$ cat config.mk
export PLATFORM = sky130hd
export DESIGN_NAME = reset_sequencer
export DESIGN_NICKNAME = d
export VERILOG_FILES = /design/src/rtl/reset_sequencer.sv
export SDC_FILE = /design/constraint.sdc
export NUM_CORES = 1
export LEC_CHECK = 0
export ABC_AREA = 1
export BUFFER_PORTS_ARGS = -buffer_cell sky130_fd_sc_hd__buf_2
export CORE_UTILIZATION = 60
export DETAILED_ROUTE_END_ITERATION = 6
export GPL_ROUTABILITY_DRIVEN = 1
export MAX_ROUTING_LAYER = met4
export PLACE_DENSITY = 0.82
export SYNTH_ARGS = -nofsm -noshare
export SYNTH_HDL_FRONTEND = slang
export SYNTH_SLANG_ARGS = --single-unit
$ cat constraint.sdc
create_clock -name clk -period 2.1 [get_ports clk]
set_input_delay 0.105 -clock clk [delete_from_list [all_inputs] [get_ports clk]]
set_output_delay 0.105 -clock clk [all_outputs]
set_load 0.05 [all_outputs]
$ cat src/rtl/reset_sequencer.sv
// Multi-channel reset sequencer: synchronises rst_req, stretches the reset, then releases
// channels in index order GAP cycles apart; per-channel soft resets are honoured only in RUN.
module reset_sequencer #(
   parameter int N_CH        = 4,
   parameter int SYNC_STAGES = 2,
   parameter int STRETCH     = 8,
   parameter int GAP         = 4
) (
   input  logic            clk,
   input  logic            rst,
   input  logic            rst_req,
   input  logic [N_CH-1:0] sw_rst,
   output logic [N_CH-1:0] rst_out,
   output logic            all_released,
   output logic            busy
);

   localparam int MAX_SG = (STRETCH > GAP) ? STRETCH : GAP;
   localparam int MAX_V  = (MAX_SG > N_CH) ? MAX_SG : N_CH;
   localparam int CW     = $clog2(MAX_V + 1);

   localparam logic [CW-1:0] STRETCH_C  = CW'(STRETCH);
   localparam logic [CW-1:0] GAP_C      = CW'(GAP);
   localparam logic [CW-1:0] LAST_IDX_C = CW'(N_CH - 1);
   localparam logic [CW-1:0] ONE_C      = CW'(1);

   typedef enum logic [1:0] {
      ST_HOLD,
      ST_RELEASE,
      ST_RUN
   } state_t;

   state_t                state_q, state_d;
   logic [SYNC_STAGES-1:0] sync_q, sync_d;
   logic [CW-1:0]         hold_cnt_q, hold_cnt_d;
   logic [CW-1:0]         gap_cnt_q, gap_cnt_d;
   logic [CW-1:0]         idx_q, idx_d;
   logic [CW-1:0]         soft_cnt_q [N_CH];
   logic [CW-1:0]         soft_cnt_d [N_CH];
   logic [N_CH-1:0]       rst_out_q, rst_out_d;
   logic                  all_released_q, all_released_d;
   logic                  busy_q, busy_d;
   logic                  req_s;

   // Stage 0 takes the raw request; the MSB is the synchronised level.
   assign sync_d = {sync_q[SYNC_STAGES-2:0], rst_req};
   assign req_s  = sync_q[SYNC_STAGES-1];

   always_comb begin
      state_d    = state_q;
      hold_cnt_d = hold_cnt_q;
      gap_cnt_d  = gap_cnt_q;
      idx_d      = idx_q;
      rst_out_d  = rst_out_q;
      soft_cnt_d = soft_cnt_q;

      case (state_q)
         ST_HOLD: begin
            rst_out_d = '1;
            if (req_s) begin
               hold_cnt_d = '0;
            end else begin
               hold_cnt_d = hold_cnt_q + ONE_C;
               if (hold_cnt_d == STRETCH_C) begin
                  hold_cnt_d = '0;
                  gap_cnt_d  = '0;
                  if (GAP == 0 || N_CH == 1) begin
                     rst_out_d = '0;
                     idx_d     = '0;
                     state_d   = ST_RUN;
                  end else begin
                     rst_out_d[0] = 1'b0;
                     idx_d        = ONE_C;
                     state_d      = ST_RELEASE;
                  end
               end
            end
         end

         ST_RELEASE: begin
            if (req_s) begin
               state_d    = ST_HOLD;
               rst_out_d  = '1;
               hold_cnt_d = '0;
               gap_cnt_d  = '0;
               idx_d      = '0;
            end else begin
               gap_cnt_d = gap_cnt_q + ONE_C;
               if (gap_cnt_d == GAP_C) begin
                  gap_cnt_d = '0;
                  for (int i = 0; i < N_CH; i++) begin
                     if (CW'(i) == idx_q) rst_out_d[i] = 1'b0;
                  end
                  if (idx_q == LAST_IDX_C) begin
                     idx_d   = '0;
                     state_d = ST_RUN;
                  end else begin
                     idx_d = idx_q + ONE_C;
                  end
               end
            end
         end

         ST_RUN: begin
            if (req_s) begin
               state_d    = ST_HOLD;
               rst_out_d  = '1;
               hold_cnt_d = '0;
               gap_cnt_d  = '0;
               idx_d      = '0;
               for (int i = 0; i < N_CH; i++) soft_cnt_d[i] = '0;
            end else begin
               // Soft counter counts down the remaining reset cycles; 1->0 releases.
               for (int i = 0; i < N_CH; i++) begin
                  if (sw_rst[i]) begin
                     rst_out_d[i]  = 1'b1;
                     soft_cnt_d[i] = STRETCH_C;
                  end else if (soft_cnt_q[i] != '0) begin
                     soft_cnt_d[i] = soft_cnt_q[i] - ONE_C;
                     if (soft_cnt_q[i] == ONE_C) rst_out_d[i] = 1'b0;
                  end
               end
            end
         end

         default: begin
            state_d    = ST_HOLD;
            rst_out_d  = '1;
            hold_cnt_d = '0;
            gap_cnt_d  = '0;
            idx_d      = '0;
            for (int i = 0; i < N_CH; i++) soft_cnt_d[i] = '0;
         end
      endcase

      all_released_d = (state_d == ST_RUN) && (rst_out_d == '0);
      busy_d         = (state_d != ST_RUN);
   end

   always_ff @(posedge clk) begin
      if (rst) begin
         state_q        <= ST_HOLD;
         sync_q         <= '1;
         hold_cnt_q     <= '0;
         gap_cnt_q      <= '0;
         idx_q          <= '0;
         for (int i = 0; i < N_CH; i++) soft_cnt_q[i] <= '0;
         rst_out_q      <= '1;
         all_released_q <= 1'b0;
         busy_q         <= 1'b1;
      end else begin
         state_q        <= state_d;
         sync_q         <= sync_d;
         hold_cnt_q     <= hold_cnt_d;
         gap_cnt_q      <= gap_cnt_d;
         idx_q          <= idx_d;
         for (int i = 0; i < N_CH; i++) soft_cnt_q[i] <= soft_cnt_d[i];
         rst_out_q      <= rst_out_d;
         all_released_q <= all_released_d;
         busy_q         <= busy_d;
      end
   end

   assign rst_out      = rst_out_q;
   assign all_released = all_released_q;
   assign busy         = busy_q;

endmodule

# After elaboration in Yosys (flattened, before gate mapping)

Index checks and enable logic that the tools add are counted.
Widths: inputs -> output; s select.

Equality and inequality tests: 23
Bitwise logic cells: 1
Reductions and logical operators: 16
Add/sub/neg operators: 7
Muxes and demuxes: 54

Operators by type and width:

| cell                | count |
|---|---|
| $mux 4              | 23 |
| $pmux 4 s3          | 3 |
| $pmux 16 s2         | 1 |
| $mux 1              | 18 |
| $eq 4x1->1 const B  | 4 |
| $mux 16             | 1 |
| $ne 4x4->1 const B  | 4 |
| $reduce_bool 4->1   | 4 |
| $sub 4x1->4 const B | 4 |
| $add 4x1->4 const B | 3 |
| $mux 2              | 6 |
| $eq 2x4->1 const A  | 2 |
| $logic_not 4->1     | 2 |
| $ne 2x2->1 const B  | 4 |
| $pmux 4 s2          | 1 |
| $reduce_and 2->1    | 4 |
| $pmux 2 s3          | 1 |
| $eq 1x4->1 const A  | 1 |
| $eq 2x2->1 const B  | 2 |
| $eq 4x2->1 const B  | 1 |
| $eq 4x3->1 const B  | 1 |
| $eq 4x4->1 const B  | 1 |
| $reduce_and 4->1    | 1 |
| $reduce_or 2->1     | 2 |
| other kinds (7)     | 7 |

Word-level logic and storage cells: 113
Input bits: 7
Register bits after elaboration: 38

# Logic depth before layout (Yosys ltp)

Depth in word-level cells: 8
Depth in mapped cells: 13
Depth with buffers taken out: 13

# Worst setup path after synthesis

No wires, ideal clock.

Kind: register -> register
Start point: register state_q[0]
End point: register state_q[1]
Library setup time: 115 ps
Arrival time: 1383 ps
Path slack: 602 ps
Stages on the path, launching flop included: 10
Required time: 1985 ps
Buffers on the path: 0
Path through: dfxtp_1 > inv_1 > ha_1 > inv_2 > nor2_4 > inv_2 > nand3_4 > inv_4 > nand2_1 > and2_1

Cells in the longest elaborated chain, start to end: 2

RTL lines:

| what                               | line | RTL |
|---|---|---|
| start: declaration                 | 33   | `state_t state_q, state_d;` |
| start signal: assignment           | 152  | `state_q <= state_d;` |
| $eq 2x2->1 (tied with other cells) | 57   | `case (state_q)` |
| $pmux 2 s3 (*)                     | 57   |  |

Mark *: on every way between the ends. The rest lies on a longest branch, timed or not.
A chain may end at the register's enable or synchronous reset.

# Worst setup path in the final report

Start point: register state_q[0]
End point: register soft_cnt_q[15] (netlist bit)

Cells in the longest elaborated chain, start to end: 4

RTL lines:

| what                                                               | line | RTL |
|---|---|---|
| parallel branches: the longest is 4 deep, another holds $ne 4x4->1 | -    |  |
| end: declaration                                                   | 38   | `logic [CW-1:0] soft_cnt_q [N_CH];` |

Parallel ways; which one is timed is not known.

==> metrics.csv <==
metric;value;unit
DP HPWL;3538;um
pwr dens;507.9;nW/um^2
H-tree depth;2;
Synth Instances;326;
syn nets;352;
Initial Util;63.36;%
Fin Hold WS;126.8;ps
CTS Sinks;38;
post_cts resized;0;
max frequency;0.5526;GHz
yosys synthesis warning count;0;
worst slew pin tran;435.3;ps
Max-Cap Viols;0;
outcome;finished clean;
clock transition at the registers of the reported paths;70;ps
Core ar.;3689;sq um
setup slack after layout;290.3;ps
Post-CTS Setup Bufs;0;
layout cells sized above 1;17.15;%
Max transition margin;70.98;%
total congestion overflow;0;
Final #Nets;369;
ys async rst share;0;%
CP arrival;1970;ps
ANT nets after route;0;
CTS tree;built;
Placement Setup Slack;312.0;ps
largest net degree at the start of global routing;22;
clock latency on the worst-skew pair;300;ps
DRC viols;0;
register bit total from synthesis;38;
most frequent cells after synthesis;62 x nand2_1, 38 x dfxtp_1, 38 x inv_1, 27 x nand3_1, 25 x nor2_1;
CTS buffer count;5;
first-pass GRT wire length;8383;um
sequential area share after synthesis;32.55;%
syn_area_per_cell;7.169;sq um
Fin. Hold Viols;0;
FP Rows;22;
Final GP Congestion;0.9027;
synthesized cell area;2337;sq um
area grow syn2layout;9.154;%
Worst Setup End Kind;register;
Post-Route WL;4852;um
initial antenna violation count;0;
setup violators final;0;
routed len/inst;12.38;um
top area cells in the synthesized netlist;dfxtp_1 33%, ha_1 10%, nand2_1 10%;
top cell type's share of synthesized area;32.55;%
via count;2125;
CP required;2270;ps
critical-path maximum fanout;8;
critical path type;register to register;
Root Buffer;clkbuf_8;
setup TNS;0;ps
Period minus WS final;1810;ps
Die X;64.42;um
Unique masters post-synth;32;
Die Ht;64.42;um
Clock Skew;11.12;ps
diode count;0;
Initial DRT Pass Iterations;4;
Max Slew Vio Count;0;
cell taking the most area after synthesis;dfxtp_1;
fin util;69.17;%
via/cell ratio;5.421;
worst vdd ir;508.4;uV
Top Ports;13;
CP Launch Type;register;
Die ar.;4149;sq um
Most used DFF post-synth;dfxtp_1;
clk buf depth;2;
RSZ-0062 raised after global routing;false;
vias in the first global route;1937;
PortBufs;12;
top-count cell post-synth;nand2_1;
total track usage;26.60;%
crit share post-route;86.18;%
Detailed Route Iter0 Violations;142;
number of enable flip-flop cells after synthesis;0;
Leakage;1.028;nW
HP Class;primary input to register;
==> flip-flops by register name, summed over array words and instances, names as in the netlist <==
name          cells
soft_cnt_q       16
gap_cnt_q         4
hold_cnt_q        4
idx_q             4
rst_out           4
state_q           2
sync_q            2
all_released      1
busy              1
==> worst paths after layout <==
| path | from | to | slack, ps | cells past startpoint |
|---|---|---|---|---|
| worst max register to register | state_q[0] | soft_cnt_q[15] | 290 | 11 |
| worst max-delay path | state_q[0] | soft_cnt_q[15] | 290 | 11 |
| worst min register to register | sync_q[0] | sync_q[1] | 410 | 1 |
| worst min-delay path | sw_rst[1] | soft_cnt_q[11] | 130 | 3 |
==> cell usage in the layout (no fill, tap or decap), types with 2 or more instances in the layout <==
cell type / n
dfxtp_1: 38
o21ai_0: 15
nor2_2: 9
nand3_2: 2
xor2_1: 3
buf_2: 12
nand2_1: 62
nor2_1: 25
nand2_2: 6
or2_2: 2
clkbuf_8: 6
inv_1: 38
nand4_1: 7
nand3_4: 2
a21oi_1: 24
nor2_4: 3
ha_1: 19
nand2_4: 3
a21boi_0: 2
nand3_1: 27
o21ai_1: 5
nor3_1: 11
a211oi_1: 5
inv_2: 7
==> cell families (layout without fill, tap and decap cells) <==
logic type               after synthesis  count (layout)  share of synthesized area [%]
flip-flops                            38              38                          32.55
AND/OR/NAND/NOR                      163             163                          35.28
XOR/XNOR                               4               4                          1.499
buffers and inverters                 49              67                          7.977
adder cells (fa/ha/maj)               19              19                          10.17
AO/OA/AOI/OAI                         53              53                          12.53
==> power by group <==
group	internal (W)	switching [W]	leakage, nW
Clock	0.000264	0.000268	0.0472
Combinational	0.0000120	0.0000251	0.674
Sequential	0.000723	0.00000391	0.307
==> critical path, stage by stage (launching register included) <==
cell	delay, ps
dfxtp_1	330
inv_1	110
ha_1	290
inv_2	120
nor2_4	130
inv_2	130
nor2_2	110
nand3_1	110
nand2_2	150
inv_2	60
nand3_1	80
a21oi_1	60
==> layer usage <==
metal	up-vias	GRT usage, %	part of all wire [%]
li1	1100	-	-
met1	964	33.22	47
met2	49	43.16	46
met3	12	5.282	5.4
met4	0	8.611	1.9
met5	-	-	0
==> area by class of cell <==
| cell class | count | area [sq um] |
|---|---|---|
| flip-flops and latches | 38 | 760.7 |
| repair buffers | 13 | 70.07 |
| fillers | 332 | 1137 |
| inverters | 46 | 175.2 |
| clock inverters | 2 | 12.51 |
| well taps | 48 | 60.06 |
| clock buffers | 6 | 82.58 |
| multi-input cells | 239 | 1390 |
==> metrics by stage <==
step,instances,total power [W],cell area (sq um)
floorplan,326,0.0007646,2337
global placement,383,0.0007786,2446
detailed placement,383,0.0007794,2446
CTS,392,0.001300,2551
global route,392,0.001332,2551
finish,392,0.001296,2551
==> what timing repair did <==
item	CTS	global route
endpoints found under the setup margin	0	0
endpoints found under the hold margin	1	0
hold buffers	1	0
No activity file was read; power rests on OpenSTA's default activity.
